==> src/rtl/instruction_fetch_pkg.sv <==
// Shared constants for the fetch stage: instruction width, default PC width and the NOP
// encoding loaded into the decode slot on reset and on flush.
package instruction_fetch_pkg;

  localparam int XLEN       = 32;
  localparam int AW_DEFAULT = 9;

  // addi x0, x0, 0
  localparam logic [XLEN-1:0] NOP = 32'h0000_0013;

  typedef struct packed {
    logic            valid;
    logic [XLEN-1:0] instr;
    logic [XLEN-1:0] pc;
  } slot_t;

endpackage

==> src/rtl/instruction_fetch_if.sv <==
// Fetch-to-decode pipeline slot: valid/ready handshake carrying the instruction and its word PC.
interface instruction_fetch_if;
  import instruction_fetch_pkg::*;

  logic            if_valid;
  logic            if_ready;
  logic [XLEN-1:0] if_instr;
  logic [XLEN-1:0] if_pc;

  modport master (output if_valid, output if_instr, output if_pc, input if_ready);
  modport slave  (input if_valid, input if_instr, input if_pc, output if_ready);

endinterface

==> src/rtl/instruction_fetch.sv <==
// Fetch stage: owns the PC, addresses instruction memory combinationally and holds one
// registered slot towards decode. Redirects from execute flush the slot and reload the PC.
module instruction_fetch
  import instruction_fetch_pkg::*;
#(
  parameter int             AW       = AW_DEFAULT,
  parameter logic [AW-1:0]  RESET_PC = '0
) (
  input  logic                clk,
  input  logic                rst_n,
  input  logic                fetch_en,
  output logic [XLEN-1:0]     imem_addr,
  input  logic [XLEN-1:0]     imem_rd,
  input  logic                redirect_valid,
  input  logic [XLEN-1:0]     redirect_target,
  output logic [XLEN-1:0]     fetch_count,
  instruction_fetch_if.master dec
);

  logic [AW-1:0]   pc;
  slot_t           slot;
  logic [XLEN-1:0] count;
  logic            handshake;
  logic            adv;

  assign handshake = slot.valid & dec.if_ready;
  assign adv       = fetch_en & (~slot.valid | dec.if_ready);

  always_ff @(posedge clk or negedge rst_n) begin
    if (!rst_n) begin
      pc    <= RESET_PC;
      slot  <= '{valid: 1'b0, instr: NOP, pc: '0};
      count <= '0;
    end else begin
      // The handshake completes even when a redirect flushes the slot in the same cycle.
      if (handshake) begin
        count <= count + 1'b1;
      end

      if (redirect_valid) begin
        pc         <= redirect_target[AW-1:0];
        slot.valid <= 1'b0;
        slot.instr <= NOP;
      end else if (adv) begin
        slot.valid <= 1'b1;
        slot.instr <= imem_rd;
        slot.pc    <= XLEN'(pc);
        pc         <= pc + AW'(1);
      end else if (handshake) begin
        // fetch_en low: the accepted slot drains and nothing replaces it.
        slot.valid <= 1'b0;
      end
    end
  end

  assign imem_addr    = XLEN'(pc);
  assign dec.if_valid = slot.valid;
  assign dec.if_instr = slot.instr;
  assign dec.if_pc    = slot.pc;
  assign fetch_count  = count;

  generate
    if (AW < XLEN) begin : g_target_hi
      logic unused_target_hi;
      assign unused_target_hi = ^redirect_target[XLEN-1:AW];
    end
  endgenerate

endmodule

==> src/flat_wrapper.sv <==
// flat-port wrapper written by rule: the top's interface ports become plain ports
module instruction_fetch_flat import instruction_fetch_pkg::*;
#(
  parameter int             AW       = AW_DEFAULT,
  parameter logic [AW-1:0]  RESET_PC = '0
)
  (clk, rst_n, fetch_en, imem_addr, imem_rd, redirect_valid, redirect_target, fetch_count, dec_if_valid, dec_if_instr, dec_if_pc, dec_if_ready);
  instruction_fetch_if dec_i ();
  input  logic clk;
  input  logic rst_n;
  input  logic fetch_en;
  output logic [XLEN-1:0] imem_addr;
  input  logic [XLEN-1:0] imem_rd;
  input  logic redirect_valid;
  input  logic [XLEN-1:0] redirect_target;
  output logic [XLEN-1:0] fetch_count;
  output wire logic [$bits(dec_i.if_valid)-1:0] dec_if_valid;
  output wire logic [$bits(dec_i.if_instr)-1:0] dec_if_instr;
  output wire logic [$bits(dec_i.if_pc)-1:0] dec_if_pc;
  input wire logic [$bits(dec_i.if_ready)-1:0] dec_if_ready;
  assign dec_if_valid = dec_i.if_valid;
  assign dec_if_instr = dec_i.if_instr;
  assign dec_if_pc = dec_i.if_pc;
  assign dec_i.if_ready = dec_if_ready;
  instruction_fetch #(.AW(AW), .RESET_PC(RESET_PC)) u_core (.clk(clk), .rst_n(rst_n), .fetch_en(fetch_en), .imem_addr(imem_addr), .imem_rd(imem_rd), .redirect_valid(redirect_valid), .redirect_target(redirect_target), .fetch_count(fetch_count), .dec(dec_i));
endmodule
==> config.mk <==
export PLATFORM = sky130hd
export DESIGN_NAME = instruction_fetch_flat
export DESIGN_NICKNAME = d
export VERILOG_FILES = /design/src/rtl/instruction_fetch_pkg.sv /design/src/rtl/instruction_fetch_if.sv /design/src/rtl/instruction_fetch.sv /design/src/flat_wrapper.sv
export SDC_FILE = /design/constraint.sdc
export NUM_CORES = 1
export LEC_CHECK = 0
export ABC_CLOCK_PERIOD_IN_PS = 1600
export CORE_MARGIN = 8
export CORE_UTILIZATION = 37
export CTS_BUF_LIST = sky130_fd_sc_hd__clkbuf_8
export DETAILED_ROUTE_END_ITERATION = 12
export PLACE_DENSITY = 0.87
export SYNTH_ARGS = -nofsm -noshare
export SYNTH_HDL_FRONTEND = slang
export SYNTH_SLANG_ARGS = --single-unit
==> constraint.sdc <==
create_clock -name clk -period 1.6 [get_ports clk]
set_clock_uncertainty 0.1 [all_clocks]
set_input_delay 0.4 -clock clk [delete_from_list [all_inputs] [get_ports clk]]
set_output_delay 0.4 -clock clk [all_outputs]
set_load 0.1 [all_outputs]
; ---- Word-level counts from Yosys, hierarchy flattened
; Cells that the tools add are included.
[word_totals]
regBits = 83
in_bits = 69
elab_cells = 21
out_inout_bits = 129
[classes]
bitwise_logic = 5
reduce_logical = 3
add_sub_neg = 2
n_mux = 6
[op_table]
columns = op, n
row1 = $mux 64, 1
row2 = $mux 33, 1
row3 = $add 32x1->32 const B, 1
row4 = $mux 9, 2
row5 = $add 9x1->9 const B, 1
row6 = $reduce_bool 3->1, 1
row7 = $and 1x1->1, 2
row8 = $mux 1, 2
row9 = $not 1->1, 2
row10 = $reduce_and 2->1, 1
row11 = $reduce_bool 2->1, 1
row12 = $or 1x1->1, 1

; ---- Longest topological paths before layout
; Gate-level depths: netlist of the first run.
[depth]
ltp_word = 5
mapped_depth = 6
mapped_depth_nobuf = 5

; ---- Least setup slack after synthesis of the first run
; Ideal clock, no wire load.
[synth_timing]
path_type = register -> register
from = register u_core.count[0], in the netlist u_core.fetch_count[0]
to = register u_core.count[16], in the netlist u_core.fetch_count[16]
arrival_time_ps = 2206
setup_slack_ps = -865
stages_incl_launch_ff = 6
setup_time_ps = 159
n_path_buf = 0
cell_sequence = dfrtp_1 > ha_1 > nand4_2 > nor4_2 > nand3_1 > xnor2_1
[synth_via]
elab_chain_len = 1
[synth_lines]
columns = item, line_no
row1 = from (decl), instruction_fetch.sv:22  ; logic [XLEN-1:0] count;
row2 = from (signal assigned), instruction_fetch.sv:37  ; count <= count + 1'b1;
row3 = $add 32x1->32, instruction_fetch.sv:37
; No other way between the ends.
; A chain may end at the register's enable or synchronous reset.

; ---- Worst setup path in the final report of the first run
[layout_timing]
from = register u_core.count[0], in the netlist u_core.fetch_count[0]
to = register u_core.count[29], in the netlist u_core.fetch_count[29]
; Same word-level chain as after synthesis.

==> impl_metrics.csv, run 1 <==
group,metric,value,unit
pwr,clkPwrFrac,0.187,
job,cap_violations,0,
place,dpl.hpwl,8880,um
floorplan,die_area,14200,um^2
sta,fmax,567,MHz
setup_path,cp.required,1.76,ns
setup_path,crit_fanout,5,
grt,grt_pass1_vias,3661,
pwr,p_int,4.47,mW
run_status,status,"finished with violations",
cts,cts_tree,"done",
routing,vias,3448,
sta,setup_slack,-0.163,ns
pwr,power.switching,3.55,mW
pwr,comb_power_share,0.483,
pwr,swShare,0.443,
floorplan,die_h,119,um
setup_path,path_class,"reg2reg",
grt,grt_pass1_wl,19700,um
floorplan,die_w,119,um
setup_path,cp_top_family,"simple AND/OR/NAND/NOR gates",
sta,grt_setup_unrepaired,"true",
grt,antenna_found_initial,0,
synthesis,ys_ff_latch,83,
layout,drive_gt1_frac,0.452,
routing,drt-total-wl,13100,um
synthesis,ys_types,35,
setup_path,setup.worst_path.end_class,"flop",
pwr,p_seq_frac,0.330,
cts,clkLatencyLatePin,0.36,ns
layout,nets,661,
hold_path,holdCritPathClass,"reg2reg",
cts,root_buffer,"clkbuf_8",
setup_path,arrival,1.92,ns
cts,htreeDepth,3,
cts,clock_sinks,83,
floorplan,rows,37,
cts,path_clk_slew,0.10,ns
routing,drt-vias-per-instance,4.72,
sta,finalCriticalPeriod,1.76,ns
place,place_ws,-0.503,ns
layout,area_growth,87.2,%
setup_path,crit_top_cell,"buf_6",
pwr,powerDensity,1090,nW/um^2
layout,n_antenna_cell,0,
grt,grt_max_degree,84,
sta,finalMaxSlewViolations,0,
grt,grt_remaining_overflow,0,
setup_path,path_cells,"buf_6 -> nand3_4 -> nor4_4 -> buf_6 -> nand4_1 -> xnor2_1",
sta,hold_viol,0,
sta,whs,0.420,ns
place,gp_congestion,0.770,
routing,drtPass1Iterations,4,
floorplan,coreArea,10300,um^2
pwr,ir_drop,0.993,mV
synthesis,synth.avg_cell_area,10.1,um^2
setup_path,critPathLaunchType,"flop",
synthesis,synth-seq-area-share,0.530,
cts,cts_buffers,9,
cts,max-clock-path-buffers,2,
routing,wl_per_cell,17.9,um
run_status,violations,"setup timing",
synthesis,yosysWarnings,0,
setup_path,path_buf_inv,2,
routing,initialDrtViolationCount,170,
floorplan,num_io_pins,198,
setup_path,slowest_delay,0.47,ns
routing,ant_nets,0,
layout,fill_cells,667,
grt,grt_usage,0.175,
place,port_buffers,128,
sta,final-setup-viol-count,30,
synthesis,syn-cell-area,3930,um^2
synthesis,synthCells,389,
routing,drcViolationCount,0,
pwr,power_leakage,3.23,nW
floorplan,start_util,0.381,
sta,post-route-period-util,1.10,
setup_path,worst_path_max_delay_cell,"dfrtp_4",
-- flip-flops by register name, summed over array words and instances (netlist names) --
| register | cells |
|---|---|
| u_core.dec.if_pc | 9 |
| u_core.dec.if_instr | 32 |
| u_core.fetch_count | 32 |
| u_core.pc | 9 |
| u_core.dec.if_valid | 1 |
-- through the flow --
stage	total power, mW	std cells	instance area (um^2)	setup TNS [ns]	utilization
after floorplan	4.98	434	4390	-5.21	-
final	8.02	731	7350	-2.00	0.712
after detailed placement	6.25	662	6490	-31.91	0.629
after CTS	7.88	707	7000	-0.677	0.678
after global routing	8.30	731	7350	-3.80	0.712
after global placement	6.18	662	6490	-27.65	0.629
-- area by class of cell --
cell class,instances,area [um^2],area share
clock inverter,6,51.3,0.00698
tap,136,170,0.0231
multi-input combinational,288,1920,0.261
sequential,83,2190,0.298
timing repair buffer,207,2880,0.391
clock buffer,10,138,0.0187
inverter,1,3.75,0.000510
-- kinds of logic (layout without fill, tap and decap cells) --
logic type,count (synthesis),after routing,synth area share
and+or+nand+nor,152,152,0.190
DFF,83,83,0.530
buffers and inverters,63,224,0.106
xor gates and xnor gates,39,39,0.0869
AOI/OAI and AO/OA,38,38,0.0484
muxes,11,11,0.0312
adders and majority gates,2,2,0.00637
other,1,46,0.000954
-- worst paths after layout --
kind / to / from / slack, ns / cells after the start
max: u_core.fetch_count[29] / u_core.fetch_count[0] / -0.16 / 6
min: u_core.dec.if_instr[4] / u_core.dec.if_instr[4] / 0.42 / 2
max reg2reg: u_core.fetch_count[29] / u_core.fetch_count[0] / -0.16 / 6
min reg2reg: u_core.dec.if_instr[4] / u_core.dec.if_instr[4] / 0.42 / 2
max in group asynchronous: u_core.pc[5] / rst_n / 0.50 / 3
min in group asynchronous: u_core.fetch_count[9] / rst_n / 0.51 / 3
-- routing by layer --
metal  share of wire  global-route usage  vias up
met3           0.085              0.0694       16
li1                -                   -     1597
met4           0.012              0.0593        0
met2            0.56               0.318      128
met1            0.34               0.178     1707
met5               0                   0        -
-- worst register-to-register path, cell delays in order (launching register included) --
cell and delay (ns):
dfrtp_4 0.47, buf_6 0.11, nand3_4 0.08, nor4_4 0.36
buf_6 0.18, nand4_1 0.14, xnor2_1 0.22
-- cells in the mapped netlist --
| cell type | n | area share |
|---|---|---|
| conb_1 | 1 | 0.00095 |
| and4_1 | 3 | 0.0067 |
| mux2i_1 | 1 | 0.0025 |
| clkbuf_1 | 7 | 0.0067 |
| inv_1 | 1 | 0.00095 |
| nand4_1 | 8 | 0.013 |
| buf_4 | 46 | 0.088 |
| ha_1 | 2 | 0.0064 |
| nor4b_2 | 1 | 0.0038 |
| nand4_2 | 3 | 0.0096 |
| nor2_1 | 9 | 0.0086 |
| nor3_1 | 3 | 0.0038 |
| mux2_2 | 8 | 0.023 |
| buf_1 | 3 | 0.0029 |
| dfstp_2 | 3 | 0.020 |
| or3_1 | 1 | 0.0016 |
| o21ai_1 | 2 | 0.0025 |
| xnor2_1 | 34 | 0.076 |
| a21oi_1 | 29 | 0.037 |
| nor3_2 | 1 | 0.0025 |
| nand3b_1 | 3 | 0.0057 |
| dfrtp_1 | 80 | 0.51 |
| nand2_1 | 86 | 0.082 |
| nor2b_1 | 1 | 0.0016 |
| and2_1 | 2 | 0.0032 |
| nand2b_1 | 2 | 0.0032 |
| nor4_4 | 1 | 0.0054 |
| mux2_1 | 2 | 0.0057 |
| nor4_1 | 3 | 0.0048 |
| and3_1 | 4 | 0.0064 |
| nor4_2 | 1 | 0.0032 |
| buf_2 | 6 | 0.0076 |
| xor2_1 | 5 | 0.011 |
| nand3_1 | 20 | 0.025 |
| o21ai_0 | 7 | 0.0089 |
-- power groups by stage --
stage,combinational [mW],sequential [mW],clock [mW]
CTS,3.68,2.67,1.53
global placement,3.49,2.69,0
detailed placement,3.54,2.71,0
finish,3.88,2.65,1.50
floorplan,0.925,4.05,0
global route,3.99,2.68,1.64
-- cells in the final DEF, fill, tap and decap left out, types with 2 or more instances in the layout --
cell	n
dfrtp_1	41
mux2_1	2
nand4_1	8
clkbuf_8	10
dfrtp_4	26
nand2_2	3
nand3b_1	3
dfstp_2	3
nand4_4	3
buf_12	89
xnor2_2	4
xnor2_1	30
mux2_2	8
clkdlybuf4s50_1	42
buf_4	46
nand3_4	6
nand3_2	5
nand2b_4	2
buf_6	26
a21oi_1	28
xor2_1	4
nor3_2	2
dfrtp_2	13
conb_1	46
and4_4	2
nand3_1	9
ha_4	2
and3_1	4
clkinv_2	2
o21ai_0	5
nor4_4	4
o21ai_1	4
inv_1	4
nor2_1	7
nand2_1	82
-- repair_timing --
| item | CTS | global route |
|---|---|---|
| gates cloned | 2 | 0 |
| endpoints found under the setup margin | 69 | 58 |
| hold buffers | 1 | 0 |
| buffers inserted | 26 | 24 |
| gates resized for setup | 25 | 34 |
| endpoints found under the hold margin | 80 | 0 |
| pin swaps | 8 | 24 |
Note: power is estimated with default switching activity, not from simulation.
==> inputs of run 2 (changes only) <==
==> constraint.sdc (replaced) <==
create_clock -name clk -period 1.6 [get_ports clk]
set_clock_uncertainty 0.1 [all_clocks]
set_input_delay 0.16 -clock clk [delete_from_list [all_inputs] [get_ports clk]]
set_output_delay 0.16 -clock clk [all_outputs]
set_load 0.1 [all_outputs]
==> impl_metrics.csv, run 2 (synthesized netlist as in run 1, its figures left out) <==
group,metric,value,unit
layout,drive_gt1_frac,0.380,
place,dpl.hpwl,9080,um
setup_path,ff2ff_path_depth,5,
pwr,power_leakage,2.93,nW
job,cap_violations,0,
cts,path_clk_slew,0.09,ns
sta,final-setup-viol-count,0,
setup_path,setup.worst_path.end_class,"flop",
cts,clkLatencyLatePin,0.35,ns
setup_path,reg2reg_slack,0.02,ns
cts,root_buffer,"clkbuf_8",
floorplan,die_w,119,um
setup_path,crit_fanout,11,
sta,whs,0.100,ns
setup_path,worst_path_max_delay_cell,"dfrtp_4",
run_status,status,"complete, no violations",
pwr,powerDensity,1160,nW/um^2
setup_path,slowest_delay,0.46,ns
layout,n_antenna_cell,0,
place,port_buffers,128,
setup_path,reg2reg_to,"u_core.fetch_count[29]",
place,place_ws,-0.326,ns
layout,nets,619,
sta,post-route-period-util,0.988,
pwr,p_int,4.49,mW
setup_path,rr_startpoint,"u_core.fetch_count[12]",
layout,layout_commonest_cell,"buf_12",
setup_path,path_cells,"and3_4 -> and4_4 -> buf_8 -> nand4_1 -> xnor2_1",
sta,finalCriticalPeriod,1.58,ns
grt,grt_usage,0.164,
cts,cts_tree,"done",
layout,postLayoutCoreUtil,0.662,
grt,grt_pass1_vias,3604,
layout,area_growth,73.9,%
routing,wl_per_cell,16.7,um
sta,setup_slack,0.0185,ns
routing,drcViolationCount,0,
floorplan,num_io_pins,198,
sta,finalMaxSlewViolations,0,
sta,hold_viol,0,
grt,grt_remaining_overflow,0,
pwr,comb_power_share,0.466,
cts,cts_buffers,9,
routing,initialDrtViolationCount,102,
hold_path,holdCritPathClass,"in2async",
layout,final_cell_mix,"buf_12, nand2_1, conb_1",
floorplan,die_area,14200,um^2
routing,drtPass1Iterations,4,
grt,antenna_found_initial,1,
routing,vias,3226,
routing,drt-vias-per-instance,4.68,
cts,htreeDepth,3,
pwr,power.switching,3.44,mW
grt,grt_max_degree,52,
setup_path,cp.required,1.75,ns
pwr,clkPwrFrac,0.204,
place,gp_congestion,0.790,
pwr,swShare,0.434,
setup_path,path_class,"reg2reg",
routing,drt-total-wl,11500,um
cts,max-clock-path-buffers,2,
setup_path,critPathLaunchType,"flop",
routing,ant_nets,0,
sta,fmax,632,MHz
floorplan,rows,37,
floorplan,coreArea,10300,um^2
pwr,ir_drop,0.783,mV
floorplan,start_util,0.381,
cts,clock_sinks,83,
sta,grt_setup_unrepaired,"true",
floorplan,die_h,119,um
pwr,p_seq_frac,0.330,
setup_path,arrival,1.73,ns
grt,grt_pass1_wl,18800,um
[run 2: cell types whose count changed in the layout (fill, tap and decap cells not counted), sizes merged]
cell / previous run / this run
clkinv: 2 / 0
inv: 4 / 5
buf: 163 / 121
dlygate4sd2: 1 / 0
clkdlybuf4s50: 42 / 43
bufinv: 1 / 2
[run 2: worst max-delay path: cells and delay by family (launching register included)]
family | cells | cell delay (ns)
buf+inv | 1 | 0.14
xor+xnor | 1 | 0.20
flops | 1 | 0.46
simple gates | 3 | 0.59
[run 2: cell type report]
type / instances / area, um^2
fill: 728 / 3490
timing repair buffer: 165 / 2470
sequential: 83 / 2190
multi-input combinational: 288 / 1780
tap: 136 / 170
clock buffer: 10 / 138
clock inverter: 6 / 75.1
inverter: 1 / 3.75
[run 2: layer usage]
| layer | up-vias | GRT usage | part of all wire |
|---|---|---|---|
| met5 | - | 0 | 0.0010 |
| met4 | 2 | 0.0538 | 0.014 |
| met3 | 18 | 0.0685 | 0.083 |
| met2 | 113 | 0.303 | 0.55 |
| met1 | 1581 | 0.162 | 0.35 |
| li1 | 1512 | - | - |
[run 2: power groups by stage]
stage	Combinational, mW	Sequential [mW]	Clock, mW
after floorplan	0.925	4.05	0
after global placement	3.48	2.70	0
after detailed placement	3.53	2.71	0
after CTS	3.69	2.62	1.67
after global routing	3.82	2.65	1.75
final	3.70	2.62	1.62
[run 2: worst max path at each step]
stage | to | startpoint | depth (start not counted)
after floorplan | u_core.fetch_count[31] | u_core.fetch_count[6] | 4
after global placement | u_core.fetch_count[26] | dec_if_ready | 6
after detailed placement | u_core.fetch_count[26] | dec_if_ready | 6
after CTS | u_core.fetch_count[29] | u_core.fetch_count[17] | 5
after global routing | u_core.fetch_count[26] | u_core.fetch_count[0] | 6
final | u_core.fetch_count[29] | u_core.fetch_count[12] | 5
[run 2: timing repair]
| action | in CTS | in global routing |
|---|---|---|
| hold buffers | 1 | 0 |
| pin swaps | 4 | 4 |
| setup endpoints to repair | 19 | 27 |
| endpoints found under the hold margin | 80 | 0 |
| gates resized for setup | 4 | 7 |
| buffers inserted | 8 | 3 |
[run 2: through the flow]
stage | setup TNS [ns] | area [um^2] | cells | total power, mW
global route | -0.193 | 6830 | 689 | 8.22
global placement | -12.39 | 6480 | 661 | 6.17
finish | 0 | 6830 | 689 | 7.94
CTS | -0.00903 | 6780 | 686 | 7.98
floorplan | -5.21 | 4390 | 434 | 4.98
detailed placement | -16.22 | 6480 | 661 | 6.24
